[config.mk]
export PLATFORM = sky130hd
export DESIGN_NAME = bcharger_cmpfilt
export DESIGN_NICKNAME = d
export VERILOG_FILES = /design/src/rtl/bcharger_pkg.sv /design/src/rtl/bcharger_deglitch.sv /design/src/rtl/bcharger_cmpfilt.sv
export SDC_FILE = /design/constraint.sdc
export NUM_CORES = 1
export LEC_CHECK = 0
export CAP_MARGIN = 20
export CORE_ASPECT_RATIO = 1.2
export CORE_UTILIZATION = 49
export DETAILED_ROUTE_END_ITERATION = 8
export PLACE_DENSITY = 0.73
export SYNTH_ARGS = -nofsm -noshare
export SYNTH_HDL_FRONTEND = slang
export SYNTH_SLANG_ARGS = --single-unit
[constraint.sdc]
create_clock -name clk -period 1.4 [get_ports clk]
set_input_delay 0.21 -clock clk [delete_from_list [all_inputs] [get_ports clk]]
set_output_delay 0.21 -clock clk [all_outputs]
set_load 0.05 [all_outputs]
[src/rtl/bcharger_pkg.sv]
// Shared constants and types for the bcharger comparator front end.
// Channel indices map cmp_raw bits to the filtered level outputs.
package bcharger_pkg;

    localparam int unsigned CH_VTRKL  = 0;
    localparam int unsigned CH_VTERM  = 1;
    localparam int unsigned CH_ITERM  = 2;
    localparam int unsigned CH_VRCHRG = 3;
    localparam int unsigned NCH       = 4;

    typedef enum logic [1:0] {
        IDLE,
        SETTLE,
        RUN
    } cmpfilt_state_t;

endpackage

[src/rtl/bcharger_deglitch.sv]
// One comparator channel: synchroniser followed by a consecutive-sample deglitch filter.
// f_next exposes the value f takes on the coming edge so the top can flag changes without lag.
module bcharger_deglitch
    import bcharger_pkg::*;
#(
    parameter int unsigned SYNC_STAGES = 2,
    parameter int unsigned DEB_CYCLES  = 8
) (
    input  logic clk,
    input  logic reset,
    input  logic en,
    input  logic raw,
    output logic f,
    output logic f_next
);

    localparam int unsigned CW = (DEB_CYCLES > 1) ? $clog2(DEB_CYCLES) : 1;
    localparam logic [CW-1:0] CNT_MAX = CW'(DEB_CYCLES - 1);

    logic [SYNC_STAGES-1:0] sync;
    logic                   s;
    logic [CW-1:0]          cnt;

    assign s = sync[SYNC_STAGES-1];

    // Synchroniser keeps running regardless of en so the level is fresh on re-enable.
    always_ff @(posedge clk or posedge reset) begin
        if (reset) begin
            sync <= '0;
        end else begin
            sync <= {sync[SYNC_STAGES-2:0], raw};
        end
    end

    always_comb begin
        f_next = f;
        if (en && (s != f) && (cnt == CNT_MAX)) begin
            f_next = s;
        end
    end

    always_ff @(posedge clk or posedge reset) begin
        if (reset) begin
            cnt <= '0;
            f   <= 1'b0;
        end else if (!en) begin
            cnt <= '0;
        end else if (s == f) begin
            cnt <= '0;
        end else if (cnt == CNT_MAX) begin
            f   <= s;
            cnt <= '0;
        end else begin
            cnt <= cnt + CW'(1);
        end
    end

endmodule

[src/rtl/bcharger_cmpfilt.sv]
// Comparator conditioning for the bcharger FSM: four deglitched levels plus
// a settle qualifier, a change strobe and a vterm/vrchrg consistency flag.
module bcharger_cmpfilt
    import bcharger_pkg::*;
#(
    parameter int unsigned SYNC_STAGES = 2,
    parameter int unsigned DEB_CYCLES  = 8
) (
    input  logic       clk,
    input  logic       reset,
    input  logic       en,
    input  logic [3:0] cmp_raw,
    output logic       vtrkl,
    output logic       vterm,
    output logic       iterm,
    output logic       vrchrg,
    output logic       valid,
    output logic       chg_evt,
    output logic       err_incons
);

    localparam int unsigned SETTLE_LEN = SYNC_STAGES + DEB_CYCLES;
    localparam int unsigned SW         = $clog2(SETTLE_LEN);
    // The IDLE->SETTLE edge is the first of the settle window, so SETTLE sees LEN-1 more edges.
    localparam logic [SW-1:0] SETTLE_LAST = SW'(SETTLE_LEN - 2);

    cmpfilt_state_t   state;
    cmpfilt_state_t   state_next;
    logic [SW-1:0]    settle_cnt;
    logic [NCH-1:0]   f;
    logic [NCH-1:0]   f_next;

    for (genvar i = 0; i < NCH; i++) begin : g_ch
        bcharger_deglitch #(
            .SYNC_STAGES(SYNC_STAGES),
            .DEB_CYCLES (DEB_CYCLES)
        ) u_deglitch (
            .clk   (clk),
            .reset (reset),
            .en    (en),
            .raw   (cmp_raw[i]),
            .f     (f[i]),
            .f_next(f_next[i])
        );
    end

    always_ff @(posedge clk or posedge reset) begin
        if (reset) begin
            state <= IDLE;
        end else begin
            state <= state_next;
        end
    end

    always_comb begin
        state_next = state;
        if (!en) begin
            state_next = IDLE;
        end else begin
            case (state)
                IDLE:    state_next = SETTLE;
                SETTLE:  if (settle_cnt == SETTLE_LAST) state_next = RUN;
                RUN:     state_next = RUN;
                default: state_next = IDLE;
            endcase
        end
    end

    always_comb begin
        valid = (state == RUN);
    end

    always_ff @(posedge clk or posedge reset) begin
        if (reset) begin
            settle_cnt <= '0;
        end else if (en && (state == SETTLE)) begin
            settle_cnt <= settle_cnt + SW'(1);
        end else begin
            settle_cnt <= '0;
        end
    end

    always_ff @(posedge clk or posedge reset) begin
        if (reset) begin
            chg_evt    <= 1'b0;
            err_incons <= 1'b0;
        end else begin
            chg_evt <= (state == RUN) && (f_next != f);
            if (!en) begin
                err_incons <= 1'b0;
            end else if ((state == RUN) && f_next[CH_VTERM] && f_next[CH_VRCHRG]) begin
                err_incons <= 1'b1;
            end
        end
    end

    assign vtrkl  = f[CH_VTRKL];
    assign vterm  = f[CH_VTERM];
    assign iterm  = f[CH_ITERM];
    assign vrchrg = f[CH_VRCHRG];

endmodule
; Word level (Yosys, flattened, before mapping)
; Cells that the tools add are included.
[word_totals]
latch_bits = 0
memories = 0
reg_bits = 32
mem_bits_rw = 0
mem_bits_ro = 0
wordCells = 82
input_bits = 7
out_inout_bits = 7
[classes]
div_mod_pow = 0
addsub = 5
bitwise_logic = 4
muxes = 22
shift = 0
n_reduce_logical = 17
magnitude_cmp = 0
n_eq_ne = 18
multipliers = 0
[ops]
columns = op, n
row1 = two-way mux 3 bit, 12
row2 = "adder 3 x 1 -> 3 bit, second input constant", 4
row3 = "== test 3 bit, second input constant", 4
row4 = logical AND 1 bit, 12
row5 = AND reduction 3 bit, 4
row6 = two-way mux 1 bit, 6
row7 = case mux 2 bit (3 select lines), 1
row8 = "adder 4 x 1 -> 4 bit, second input constant", 1
row9 = == test 1 bit, 4
row10 = "== test 4 bit, second input constant", 1
row11 = two-way mux 2 bit, 2
row12 = two-way mux 4 bit, 1
row13 = != test 1 bit, 4
row14 = != test 4 bit, 1
row15 = inverter 1 bit, 4
row16 = "!= test 3 bit, second input constant", 1
row17 = "== test 2 x 1 -> 1 bit, second input constant", 1
row18 = "== test 2 bit, second input constant", 1
row19 = zero test 2 bit, 1
row20 = "!= test 2 x 1 -> 1 bit, second input constant", 1

; Longest topological paths before layout
[logic_depth]
ltp_word = 8
mapped_depth = 5
mapped_depth_nobuf = 5

; Cells and area by module
; From an unflattened synthesis, not the netlist that was laid out.
[hier_totals]
cells_unflattened = 103
area_unflattened_um2 = 1350.0
[by_module_without_submodules]
columns = module, area_each_um2, n_inst, cells_per_inst, seq_area_each_um2
row1 = bcharger_deglitch, 229.0, 4, 16, 150.1
row2 = bcharger_cmpfilt, 434.2, 1, 39, 200.2

; Least setup slack after synthesis
; OpenSTA, ideal clock, no wires.
[synth_timing]
path_kind = register to register
start = register g_ch[1].u_deglitch.cnt[0]
end = register err_incons
setup_slack_ns = -0.073
required_ns = 1.278
n_path_buf = 0
stages_incl_launch_ff = 6
setup_ns = 0.122
t_arrival_ns = 1.352
period_less_slack_ns = 1.473
path_cell_list = dfrtp_1 -> ha_1 -> ha_1 -> nand2_1 -> mux2_4 -> a32o_1
[synth_between]
elab_chain_cells = 6
[synth_rtl]
columns = item, line
row1 = start: declaration, bcharger_deglitch.sv:22  ; logic [CW-1:0] cnt;
row2 = start signal: assignment, bcharger_deglitch.sv:54  ; cnt <= cnt + CW'(1);
row3 = == test 3 bit, bcharger_deglitch.sv:37  ; if (en && (s != f) && (cnt == CNT_MAX)) begin
row4 = logical AND 1 bit, bcharger_deglitch.sv:37
row5 = two-way mux 1 bit, bcharger_deglitch.sv:37
row6 = logical AND 1 bit (2 in series), bcharger_cmpfilt.sv:91  ; end else if ((state == RUN) && f_next[CH_VTERM] && f_next[CH_VRCHRG]) begin
row7 = != test 2 x 1 -> 1 bit (no line), -
row8 = end signal: assignment, bcharger_cmpfilt.sv:86  ; err_incons <= 1'b0;
row9 = end signal: assignment, bcharger_cmpfilt.sv:90  ; err_incons <= 1'b0;
row10 = end signal: assignment, bcharger_cmpfilt.sv:92  ; err_incons <= 1'b1;
row11 = end: declaration, bcharger_cmpfilt.sv:19  ; output logic err_incons
; No other way between the ends.
; A chain may end at the register's enable or synchronous reset.

; Final worst setup path
[layout_timing]
start = register g_ch[1].u_deglitch.cnt[1]
end = register err_incons
; Same word-level chain as after synthesis.

==> reports/qor.csv <==
stage;metric;value;unit
yosys;Main synth FF type;dfrtp_1;
yosys;Ys Warns;0;
setup_path;crit path kind;reg -> reg;
final_layout;# diodes;0;
setup_path;Required @ worst endpoint;1.63;ns
clock_tree;TritonCTS Sinks;32;
timing;Worst Max-Slew Pin Slew;0.301;ns
pwr;Tot Pwr;2.18;mW
die;Initial Util;51.7;%
route;Detailed Route Iter0 Violations;14;
die;die area;2880;um2
die;core area;2530;um2
die;Die X;49.1;um
min_path;Hold Crit Class;in -> async;
setup_path;crit-path max FO;2;
yosys;syn avg cell area;12.9;um2
yosys;Unique masters post-synth;19;
clock_tree;Root Buffer;clkbuf_4;
status;status;finished with violations;
die;# IOs;14;
setup_path;Critical Path AT;1.69;ns
setup_path;Worst path max stage delay;0.39;ns
timing;fin worst setup slack;-0.0576;ns
yosys;top-count cell post-synth;dfrtp_1;
setup_path;CP endpoint kind;flop;
route;mean routed wirelength per cell;13.5;um
global_routing;GRT Resource Usage Total;20.4;%
timing;Worst slew margin;79.9;%
setup_path;crit start category;flop;
clock_tree;CTS H-Tree Depth;2;
timing;Final setup viols;1;
clock_tree;CTS tree;yes;
timing;fin crit share;104;%
die;FP Rows;20;
yosys;Yosys top cell by area;dfrtp_1;
route;Vias;826;
global_routing;pin count of the biggest net entering global routing;33;
yosys;Post-synth EDFFs;0;
timing;count of pins over their slew limit;0;
clock_tree;Clk pin slew, worst setup/hold paths;0.10;ns
yosys;post-synth top area share;61.3;%
placement;GP Congestion;0.724;
yosys;netlist area before placement;1310;um2
placement;Port Buf Inserts;13;
global_routing;first-pass GRT wire length;4090;um
final_layout;Area Growth Syn to Fin;38.1;%
status;failing checks;negative setup slack;
pwr;PD cells;1210;nW/um2
setup_path;delay-heaviest family, CP;flip-flops;
placement;HPWL after DPL;1590;um
final_layout;Layout Utilization;71.4;%
timing;fmax;686;MHz
timing;unrepaired setup endpoints after global routing;yes;
final_layout;NumNets Final;154;
yosys;Mapped Nets;121;
clock_tree;Worst-Skew Late Latency;0.34;ns
global_routing;initial antenna violation count;0;
setup_path;CP Buf/Inv Count;0;
timing;worst clock skew;0.00830;ns
pwr;worst-case vdd ir drop;0.902;mV
route;Via density;4.92;
yosys;Syn Inst Count;101;
clock_tree;total CTS buffers;5;
route;DRC errors left;0;
yosys;Async SR Flop Fraction;100;%
yosys;most frequent cells after synthesis;dfrtp_1, ha_1, nand2_1, and3_1, inv_1;
timing;Setup TNS;-0.0576;ns
timing;min Tclk post-route;1.46;ns
yosys;largest cells by area after synthesis;dfrtp_1, ha_1, and3_1, xor2_1, nand2_1;
die;die extent in y;58.6;um
timing;Final Hold Violating Endpoints;0;
clock_tree;# hold bufs at CTS;0;
setup_path;CP cell instances;ha_2 > ha_4 > nand2_2 > mux2_4 > a32o_1;
clock_tree;maximum clock path buffer count;2;
route;final wirelength;2270;um
final_layout;layout cells sized above 1;34.1;%
global_routing;number of global-route vias before repair;901;
setup_path;CP max-delay cell;dfrtp_1;
yosys;sequential area share after synthesis;61.3;%
job;MaxCap Viol Count;0;
timing;WHS;0.205;ns
global_routing;GRT overflow;0;
yosys;#FFs+latches synth;32;
pwr;leakage;0.913;nW
route;DRT Pass-1 Iters;4;
route;Final ANT Viol Nets;0;
metal layers:
layer | routed length [um] | vias to the layer above | global-route usage (%)
li1 | - | 407 | -
met1 | 906 | 397 | 22.4
met2 | 1210 | 16 | 34.2
met3 | 97 | 6 | 7.75
met4 | 56 | 0 | 11.3
met5 | 0 | - | 0
final timing paths:
| path | from | endpoint | slack (ns) | cells past startpoint |
|---|---|---|---|---|
| max | g_ch[1].u_deglitch.cnt[1] | err_incons | -0.06 | 5 |
| min reg2reg | g_ch[0].u_deglitch.sync[0] | g_ch[0].u_deglitch.sync[1] | 0.36 | 0 |
| max in group asynchronous | reset | g_ch[0].u_deglitch.f | 1.02 | 3 |
| max reg2reg | g_ch[1].u_deglitch.cnt[1] | err_incons | -0.06 | 5 |
| min in group clk | cmp_raw[3] | g_ch[3].u_deglitch.sync[0] | 0.29 | 1 |
| min | reset | g_ch[2].u_deglitch.cnt[1] | 0.21 | 3 |
sequential cells by signal, indices dropped and copies added, names as in the netlist:
signal                count
g_ch.u_deglitch.f         4
state                     2
settle_cnt                4
g_ch.u_deglitch.sync      8
err_incons                1
chg_evt                   1
g_ch.u_deglitch.cnt      12
final cells by class:
cell class                      instances  area (um2)
Sequential cell                        32         802
Fill cell                             170         723
Multi-Input combinational cell         61         533
Timing Repair Buffer                   28         325
Clock inverter                          3        42.5
Tap cell                               33        41.3
Clock buffer                            5        37.5
Inverter                                6        22.5
cells by family (layout without fill, tap and decap cells):
group / count (synthesis) / after routing / synth area share, %
muxes: 6 / 6 / 5.56
buffers and inverters: 8 / 42 / 2.39
adders and majority gates: 13 / 13 / 12.5
and+or+nand+nor: 33 / 33 / 12.3
DFF: 32 / 32 / 61.3
AOI/OAI and AO/OA: 3 / 3 / 2.01
xor gates and xnor gates: 6 / 6 / 4.02
power breakdown:
part	internal [mW]	total (mW)	switching, mW
registers	0.984	1.03	0.0460
clock network	0.372	0.697	0.325
logic	0.227	0.453	0.226
metrics by stage:
stage / std cells / cell area (um2) / setup slack, ns
final: 168 / 1800 / -0.0576
after global routing: 168 / 1800 / -0.102
after CTS: 164 / 1760 / -0.0543
after detailed placement: 155 / 1650 / -0.123
after global placement: 155 / 1650 / -0.104
after floorplan: 101 / 1330 / -0.000000888
cell usage in the layout (no fill, tap or decap), drive strengths merged:
cell	count
a32o	1
a41oi	1
and2	1
and3	9
buf	22
bufinv	1
clkbuf	5
clkdlybuf4s50	6
clkinv	1
clkinvlp	1
dfrtp	32
ha	13
inv	6
mux2	4
mux2i	2
nand2	11
nand3	5
nor2	3
nor3	4
o21bai	1
xnor2	1
xor2	5
worst reg2reg max path: cells and delay by family, from the launching register on:
kind                       cells  cell delay (ns)
AOI/OAI and AO/OA              1             0.24
adders and majority gates      2             0.36
DFF                            1             0.39
muxes                          1             0.30
and+or+nand+nor                1             0.07
timing repair:
item,in CTS,in global routing
buffers inserted,1,4
pin swaps,1,0
setup endpoints to repair,2,5
resized for setup,4,3
Note: power is estimated with default switching activity, not from simulation.
